==> config.mk <==
export PLATFORM = sky130hd
export DESIGN_NAME = bonus_hit_ctrl_flat
export DESIGN_NICKNAME = d
export VERILOG_FILES = /design/src/rtl/bonus_hit_ctrl_pkg.sv /design/src/rtl/bonus_hit_ctrl_if.sv /design/src/rtl/bonus_hit_ctrl_score_lut.sv /design/src/rtl/bonus_hit_ctrl.sv /design/src/flat_wrapper.sv
export SDC_FILE = /design/constraint.sdc
export NUM_CORES = 1
export LEC_CHECK = 0
export ABC_AREA = 0
export BUFFER_PORTS_ARGS = -buffer_cell sky130_fd_sc_hd__buf_4
export CORE_UTILIZATION = 53
export CTS_CLUSTER_DIAMETER = 50
export CTS_CLUSTER_SIZE = 8
export DETAILED_ROUTE_END_ITERATION = 8
export GPL_ROUTABILITY_DRIVEN = 0
export PLACE_DENSITY = 0.77
export SYNTH_ARGS = -nofsm -noshare
export SYNTH_HDL_FRONTEND = slang
export SYNTH_SLANG_ARGS = --single-unit
==> constraint.sdc <==
create_clock -name clk -period 1.98 [get_ports clk]
set_input_delay 0.396 -clock clk [delete_from_list [all_inputs] [get_ports clk]]
set_output_delay 0.396 -clock clk [all_outputs]
set_load 0.05 [all_outputs]
==> src/rtl/bonus_hit_ctrl_pkg.sv <==
// rtl/bonus_hit_ctrl_pkg.sv - shared types and constants for bonus_hit_ctrl
// Purpose: FSM state encoding, score width, shot counter limit and the
//          per-shot bonus score table used when BONUS_SHOT_TABLE_EN is set.
// Ports:   none (package).
package bonus_hit_pkg;

  localparam int SCORE_W      = 9;
  localparam int SHOT_CNT_MAX = 14;
  localparam int SHOT_CNT_W   = 4;

  typedef enum logic [1:0] {
    IDLE        = 2'd0,
    ARMED       = 2'd1,
    HIT_PENDING = 2'd2,
    FLASH       = 2'd3
  } state_t;

  typedef logic [SCORE_W-1:0] score_t;

  // Score awarded for a hit, indexed by the number of shots fired (mod 15).
  localparam score_t SCORE_TABLE [0:SHOT_CNT_MAX] = '{
    9'd50,  9'd100, 9'd150, 9'd200, 9'd250,
    9'd300, 9'd300, 9'd250, 9'd200, 9'd150,
    9'd100, 9'd50,  9'd50,  9'd100, 9'd150
  };

endpackage

==> src/rtl/bonus_hit_ctrl_if.sv <==
// rtl/bonus_hit_ctrl_if.sv - frame/pixel/score signal bundle for bonus_hit_ctrl
// Purpose: groups the frame timing, drawing-request, fire and hit/score
//          signals of the bonus hit controller.
// Ports (slave = controller side):
//   inputs : startOfFrame, playGame, bonus_ship_DR, playerShot_DR, playerFire
//   outputs: bonusFireCollision, scoreValid, bonusScore[8:0], hitFlash
interface bonus_hit_ctrl_if;
  import bonus_hit_pkg::*;

  logic   startOfFrame;
  logic   playGame;
  logic   bonus_ship_DR;
  logic   playerShot_DR;
  logic   playerFire;
  logic   bonusFireCollision;
  logic   scoreValid;
  score_t bonusScore;
  logic   hitFlash;

  modport master (
    output startOfFrame, playGame, bonus_ship_DR, playerShot_DR, playerFire,
    input  bonusFireCollision, scoreValid, bonusScore, hitFlash
  );

  modport slave (
    input  startOfFrame, playGame, bonus_ship_DR, playerShot_DR, playerFire,
    output bonusFireCollision, scoreValid, bonusScore, hitFlash
  );

endinterface

==> src/rtl/bonus_hit_ctrl_score_lut.sv <==
// rtl/bonus_hit_ctrl_score_lut.sv - shot count to bonus score lookup
// Purpose: combinational map shot_cnt -> SCORE_TABLE entry. Only present
//          when BONUS_SHOT_TABLE_EN is defined.
// Ports:
//   shot_cnt [3:0] in  : shots fired so far (0..14)
//   score    [8:0] out : points for a hit at this shot count
`ifdef BONUS_SHOT_TABLE_EN
module bonus_score_lut
  import bonus_hit_pkg::*;
(
  input  logic [SHOT_CNT_W-1:0] shot_cnt,
  output score_t                score
);

  always_comb begin
    score = '0;
    // Counter never exceeds SHOT_CNT_MAX; the guard keeps code 15 defined.
    if (shot_cnt <= SHOT_CNT_W'(SHOT_CNT_MAX)) begin
      score = SCORE_TABLE[shot_cnt];
    end
  end

endmodule
`endif

==> src/rtl/bonus_hit_ctrl.sv <==
// rtl/bonus_hit_ctrl.sv - bonus ship hit detection, scoring and explosion flash
// Purpose: detects a bonus-ship / player-shot pixel overlap, commits the hit
//          at the next frame start (collision + score pulse) and holds the
//          explosion flash for FLASH_FRAMES frames.
// Optional feature: BONUS_SHOT_TABLE_EN selects a shot-count dependent score
//          from SCORE_TABLE; otherwise FIXED_SCORE is awarded.
// Ports:
//   clk   in : system clock
//   reset in : asynchronous, active-high reset
//   bus      : bonus_hit_ctrl_if.slave (frame/pixel inputs, hit/score outputs)
module bonus_hit_ctrl
  import bonus_hit_pkg::*;
#(
  parameter int FLASH_FRAMES = 16,
  parameter int FIXED_SCORE  = 100
) (
  input  logic             clk,
  input  logic             reset,
  bonus_hit_ctrl_if.slave  bus
);

  localparam logic [7:0] FLASH_LOAD = 8'(FLASH_FRAMES - 1);

  state_t     state, state_nxt;
  logic [7:0] flash_cnt, flash_cnt_nxt;
  logic       hit_flash, hit_flash_nxt;
  logic       collision, collision_nxt;
  logic       score_valid, score_valid_nxt;
  score_t     bonus_score, bonus_score_nxt;
  score_t     award;
  logic       overlap;

  assign overlap = bus.bonus_ship_DR & bus.playerShot_DR;

`ifdef BONUS_SHOT_TABLE_EN
  logic [SHOT_CNT_W-1:0] shot_cnt;

  // The LUT reads the registered count, so a playerFire in the commit clk
  // only affects later hits.
  bonus_score_lut u_score_lut (
    .shot_cnt (shot_cnt),
    .score    (award)
  );

  always_ff @(posedge clk or posedge reset) begin
    if (reset) begin
      shot_cnt <= '0;
    end else if (!bus.playGame) begin
      shot_cnt <= '0;
    end else if (bus.playerFire) begin
      shot_cnt <= (shot_cnt == SHOT_CNT_W'(SHOT_CNT_MAX)) ? '0
                                                          : shot_cnt + SHOT_CNT_W'(1);
    end
  end
`else
  assign award = SCORE_W'(FIXED_SCORE);
`endif

  always_ff @(posedge clk or posedge reset) begin
    if (reset) begin
      state       <= IDLE;
      flash_cnt   <= '0;
      hit_flash   <= 1'b0;
      collision   <= 1'b0;
      score_valid <= 1'b0;
      bonus_score <= '0;
    end else begin
      state       <= state_nxt;
      flash_cnt   <= flash_cnt_nxt;
      hit_flash   <= hit_flash_nxt;
      collision   <= collision_nxt;
      score_valid <= score_valid_nxt;
      bonus_score <= bonus_score_nxt;
    end
  end

  always_comb begin
    state_nxt       = state;
    flash_cnt_nxt   = flash_cnt;
    hit_flash_nxt   = hit_flash;
    collision_nxt   = 1'b0;
    score_valid_nxt = 1'b0;
    bonus_score_nxt = bonus_score;

    if (!bus.playGame) begin
      // Game over overrides everything, including a pending hit.
      state_nxt       = IDLE;
      flash_cnt_nxt   = '0;
      hit_flash_nxt   = 1'b0;
      bonus_score_nxt = '0;
    end else begin
      case (state)
        IDLE: begin
          if (bus.startOfFrame) state_nxt = ARMED;
        end
        ARMED: begin
          // An overlap coinciding with startOfFrame only arms the hit;
          // the commit waits for the following frame start.
          if (overlap) state_nxt = HIT_PENDING;
        end
        HIT_PENDING: begin
          if (bus.startOfFrame) begin
            collision_nxt   = 1'b1;
            score_valid_nxt = 1'b1;
            bonus_score_nxt = award;
            hit_flash_nxt   = 1'b1;
            flash_cnt_nxt   = FLASH_LOAD;
            state_nxt       = FLASH;
          end
        end
        FLASH: begin
          if (bus.startOfFrame) begin
            if (flash_cnt != 8'd0) begin
              flash_cnt_nxt = flash_cnt - 8'd1;
            end else begin
              hit_flash_nxt = 1'b0;
              state_nxt     = ARMED;
            end
          end
        end
        default: state_nxt = IDLE;
      endcase
    end
  end

  assign bus.bonusFireCollision = collision;
  assign bus.scoreValid         = score_valid;
  assign bus.bonusScore         = bonus_score;
  assign bus.hitFlash           = hit_flash;

endmodule

==> src/flat_wrapper.sv <==
// flat-port wrapper written by rule: the top's interface ports become plain ports
module bonus_hit_ctrl_flat import bonus_hit_pkg::*;
#(
  parameter int FLASH_FRAMES = 16,
  parameter int FIXED_SCORE  = 100
)
  (clk, reset, bus_startOfFrame, bus_playGame, bus_bonus_ship_DR, bus_playerShot_DR, bus_playerFire, bus_bonusFireCollision, bus_scoreValid, bus_bonusScore, bus_hitFlash);
  bonus_hit_ctrl_if bus_i ();
  input  logic clk;
  input  logic reset;
  input wire logic [$bits(bus_i.startOfFrame)-1:0] bus_startOfFrame;
  input wire logic [$bits(bus_i.playGame)-1:0] bus_playGame;
  input wire logic [$bits(bus_i.bonus_ship_DR)-1:0] bus_bonus_ship_DR;
  input wire logic [$bits(bus_i.playerShot_DR)-1:0] bus_playerShot_DR;
  input wire logic [$bits(bus_i.playerFire)-1:0] bus_playerFire;
  output wire logic [$bits(bus_i.bonusFireCollision)-1:0] bus_bonusFireCollision;
  output wire logic [$bits(bus_i.scoreValid)-1:0] bus_scoreValid;
  output wire logic [$bits(bus_i.bonusScore)-1:0] bus_bonusScore;
  output wire logic [$bits(bus_i.hitFlash)-1:0] bus_hitFlash;
  assign bus_i.startOfFrame = bus_startOfFrame;
  assign bus_i.playGame = bus_playGame;
  assign bus_i.bonus_ship_DR = bus_bonus_ship_DR;
  assign bus_i.playerShot_DR = bus_playerShot_DR;
  assign bus_i.playerFire = bus_playerFire;
  assign bus_bonusFireCollision = bus_i.bonusFireCollision;
  assign bus_scoreValid = bus_i.scoreValid;
  assign bus_bonusScore = bus_i.bonusScore;
  assign bus_hitFlash = bus_i.hitFlash;
  bonus_hit_ctrl #(.FLASH_FRAMES(FLASH_FRAMES), .FIXED_SCORE(FIXED_SCORE)) u_core (.clk(clk), .reset(reset), .bus(bus_i));
endmodule
---- Word-level counts from Yosys, hierarchy flattened ----
Index checks and enable logic that the tools add are counted.
operators by class
  add/subtract/negate cells ............... 1
  multiply operators ...................... 0
  div/mod/pow operators ................... 0
  order comparisons ....................... 0
  equal/unequal tests ..................... 12
  shift-type cells ........................ 0
  muxes and demuxes ....................... 23
  bitwise operators ....................... 1
  reductions and logical operators ........ 6
operators by type and width
  kind                 count
  $mux 8               4
  $mux 9               3
  $pmux 8 s2           1
  $mux 2               6
  $ne 3x3->1 const B   4
  $pmux 2 s4           1
  $reduce_and 4->1     2
  $reduce_bool 8->1    1
  $sub 8x1->8 const B  1
  $mux 1               7
  $ne 3x2->1 const B   2
  $reduce_and 5->1     1
  $eq 2x2->1 const B   2
  $ne 3x1->1 const B   1
  $eq 2x1->1 const B   1
  $logic_not 2->1      1
  $ne 2x1->1 const B   1
  $ne 2x2->1 const B   1
  $pmux 1 s2           1
  $reduce_and 2->1     1
  $and 1x1->1          1
word-level totals
  bits in registers ....................... 21
  latch bits .............................. 0
  RAM bits ................................ 0
  memory bits (read-only) ................. 0
  bits of input ports ..................... 7
  output and inout port bits .............. 12
  word-level logic and storage cells ...... 48
  memories ................................ 0

---- Depth between registers and ports, before layout ----
  depth in word-level cells ............... 5
  gate-level depth with buffers ........... 7
  gate-level depth less buffers ........... 6

---- Worst setup path after synthesis ----
OpenSTA, ideal clock, no wires.
  path kind ............................... register to register
  start ................................... register u_core.state[0]
  end ..................................... register u_core.flash_cnt[0]
  library setup time ...................... 0.125 ns
  arrival time ............................ 1.540 ns
  data required time ...................... 1.855 ns
  setup slack ............................. 0.315 ns
  cell stages (with the launch flop) ...... 8
  buffers on the path ..................... 1
  period minus slack after synthesis ...... 1.665 ns
  path through ............................ dfrtp_1 -> inv_1 -> ha_1 -> o21ai_2 -> and2_0 -> buf_2 -> a31oi_4 -> mux2_4
between the ends
  cells in the longest elaborated chain, start to end .. 3
  elaborated cells between the ends (all ways) .. 9
  classes of those cells .................. eq/ne (6); mux (2); reduce/logical (1)
ends and longest elaborated chain
  element                                                      line                  source
  start: declaration                                           bonus_hit_ctrl.sv:24  state_t state, state_nxt;
  start signal: assignment                                     bonus_hit_ctrl.sv:68  state <= state_nxt;
  $eq 2x2->1                                                   bonus_hit_ctrl.sv:92  case (state)
  $ne 3x2->1 (no source line) (tied with other cells)          n/a
  $reduce_and 4->1 (no source line) or $mux 8 (tied branches)  n/a
  end signal: assignment                                       bonus_hit_ctrl.sv:69  flash_cnt <= flash_cnt_nxt;
  end: declaration                                             bonus_hit_ctrl.sv:25  logic [7:0] flash_cnt, flash_cnt_nxt;
Several ways; a longest one is shown, not always the timed one.
A chain may end at the register's enable or synchronous reset.

---- Worst setup path after layout ----
Same ends and word-level chain as after synthesis.

==> impl_metrics.json <==
{
  "run_status": "finished, final reports clean",
  "instances_no_fill": 136,
  "syn_to_final_growth_pct": 9.44,
  "dp_cells": 132,
  "reg2reg_from": "u_core.state[0]$_DFFE_PP0P_",
  "synth_top_area_cell": "dfrtp_1",
  "num_vias": 741,
  "rsz0062_at_grt": "false",
  "antenna_found_initial": 0,
  "synth-edff-count": 0,
  "power.leakage_nw": 0.504,
  "layout-drive-gt1-share": 0.223,
  "grt_pass1_wl_um": 3000,
  "p_per_area_nw_per_um2": 1080,
  "numCtsBuffers": 3,
  "insertion_delay_ns": 0.27,
  "period_share": 0.899,
  "nFillCells": 135,
  "ys_warn_count": 0,
  "r2r_setup_slack_ns": 0.20,
  "setup-violations-final": 0,
  "skew_ns": 0.00163,
  "grt-ovfl-total": 0,
  "nNetsFinal": 127,
  "grt_max_degree": 19,
  "grt_usage": 0.211,
  "synth_top_area_share": 0.341,
  "multi_input_area_um2": 536,
  "regArea_um2": 325,
  "yosysUniqueCellTypes": 39,
  "rr_endpoint": "u_core.flash_cnt[0]$_DFFE_PP0P_",
  "dr.first_iter.drc_count": 12,
  "dp.final_hpwl_um": 1380,
  "cts-root-buf": "clkbuf_4",
  "seq_power_share": 0.345,
  "crit_path_end_kind": "flop",
  "avgRoutedWirePerCell_um": 13.3,
  "hold_viol": 0,
  "cpPeakStageDelay_ns": 0.44,
  "postRouteAntennaNets": 0,
  "die-height_um": 44.4,
  "mostFrequentLayoutCells": "buf_4 (14), nand2_1 (13), dfrtp_1 (13), ha_1 (7)",
  "start_util": 0.599,
  "p_sw_frac": 0.448,
  "startpoint": "u_core.state[0]$_DFFE_PP0P_",
  "io_pins": 19,
  "antenna_cells": 0,
  "drc": 0,
  "synth_area_leaders": "dfrtp_1 (34%), ha_1 (9.2%), buf_4 (7.1%), nand2_1 (5.1%), mux2i_1 (3.1%)",
  "cts_max_level": 1,
  "ir_drop_v": 0.000943,
  "cts_buffer_depth": 2,
  "postCtsResizedCells": 0,
  "rows": 14,
  "totalWireLength_um": 1810,
  "ys_seq_area_frac": 0.341,
  "clkPwrFrac": 0.146,
  "cts_tree": "done",
  "clk_pin_slew_ns": 0.08,
  "cp.arrival_ns": 1.95,
  "clock-sinks": 13,
  "required_ns": 2.14,
  "hp-class": "input pin to asynchronous set/reset pin",
  "async_reset_ff_frac": 1.00,
  "p_int_mw": 0.622,
  "maxCapViolCount": 0,
  "worst_pin_slew_ns": 0.513,
  "synth_cells": 103,
  "first_pass_iters": 4,
  "worst_path_max_delay_cell": "dfrtp_1",
  "tns_ns": 0,
  "core_um2": 1590,
  "finalPower_mw": 1.13,
  "fmax_mhz": 562,
  "portBuffers": 11,
  "relSlewSlack": 0.658,
  "avgSynthCellArea_um2": 9.27,
  "startpoint_type": "flop",
  "holdBufCountCts": 0,
  "ff2ff_path_depth": 6,
  "path_class": "flop to flop",
  "syn-cell-area_um2": 955,
  "ys.flop_type": "dfrtp_1",
  "crit_path_max_fanout": 5,
  "die_area_um2": 1970,
  "combPwrFrac": 0.509,
  "critPathCapture": "u_core.flash_cnt[0]$_DFFE_PP0P_",
  "crit_path_cell_trace": "inv_1, ha_1, o21ai_2, and2_0, a31oi_4, mux2_4",
  "grt_pass1_vias": 673,
  "synth-seq-cells": 13,
  "period_needed_ns": 1.78,
  "viasPerCell": 5.45,
  "final_common_cell": "buf_4",
  "switchingPower_mw": 0.505,
  "die_x_um": 44.4,
  "finalMaxSlewViolations": 0,
  "cts_setup_buffers": 0
}
## worst min path at each step
stage | cells past startpoint | startpoint | end
2_1_floorplan | 1 | reset | u_core.bus.bonusFireCollision$_DFF_PP0_
3_3_place_gp | 2 | reset | u_core.flash_cnt[5]$_DFFE_PP0P_
3_5_place_dp | 2 | reset | u_core.flash_cnt[4]$_DFFE_PP0P_
4_1_cts | 2 | reset | u_core.flash_cnt[5]$_DFFE_PP0P_
5_1_grt | 2 | reset | u_core.flash_cnt[5]$_DFFE_PP0P_
6_report | 2 | reset | u_core.flash_cnt[5]$_DFFE_PP0P_
## power by group through the flow
stage	Combinational, mW	Clock (mW)	Sequential, mW
3_3_place_gp	0.553	0	0.382
5_1_grt	0.622	0.183	0.395
2_1_floorplan	0.414	0	0.430
4_1_cts	0.570	0.174	0.385
3_5_place_dp	0.568	0	0.389
6_report	0.574	0.165	0.389
## cells by family (layout without fill, tap and decap cells)
family,after synthesis,count (layout),share of synthesized area
flops,13,13,0.341
buf+inv,20,24,0.126
compound gates,22,22,0.170
other cells,1,6,0.00393
simple gates,36,36,0.220
fa+ha+maj,7,7,0.0917
mux,4,4,0.0472
## routing by layer
metal  wire length, um  GRT usage  vias to the layer above  part of all wire
li1                  -          -                      364                 -
met1               812      0.270                      352              0.45
met2               901      0.344                       23              0.50
met3                91     0.0367                        2             0.050
met4                 9     0.0970                        0            0.0050
met5                 0          0                        -                 0
## through the flow
step / hold slack, ns / cell area [um^2] / util / setup slack (ns)
6_report: 0.147 / 1040 / 0.655 / 0.199
5_1_grt: 0.193 / 1040 / 0.655 / 0.0601
4_1_cts: 0.155 / 1040 / 0.651 / 0.148
3_5_place_dp: 0.464 / 1010 / 0.634 / 0.204
3_3_place_gp: 0.464 / 1010 / 0.634 / 0.272
2_1_floorplan: 0.273 / 973 / - / 0.315
## critical path: cells and delay by family (launching register included)
family / cells / cell delay, ns
adders and majority gates: 1 / 0.27
buffers and inverters: 1 / 0.11
DFF: 1 / 0.44
muxes: 1 / 0.32
and+or+nand+nor: 1 / 0.22
AOI/OAI and AO/OA: 2 / 0.31
## synthesized netlist by cell type (2+ instances only)
cell type / n
a21boi_0: 2
a21oi_1: 4
buf_2: 3
buf_4: 9
dfrtp_1: 13
ha_1: 7
inv_1: 6
mux2i_1: 3
nand2_1: 13
nand2b_1: 2
nand3_1: 4
nor2_1: 2
nor3_1: 2
nor4_1: 2
o21ai_0: 6
o41ai_1: 2
## sequential cells by signal (all words and copies together) (netlist names)
register and flops:
u_core.bus.bonusFireCollision 1, u_core.state 2, u_core.bus.hitFlash 1, u_core.bus.bonusScore 1
u_core.flash_cnt 8
## layout make-up
type	instances	share of cell area
Clock buffer	4	0.0251
Inverter	6	0.0216
Multi-Input combinational cell	75	0.513
Sequential cell	13	0.311
Tap cell	24	0.0287
Timing Repair Buffer	14	0.101
Power figures use the tool's default switching activity.
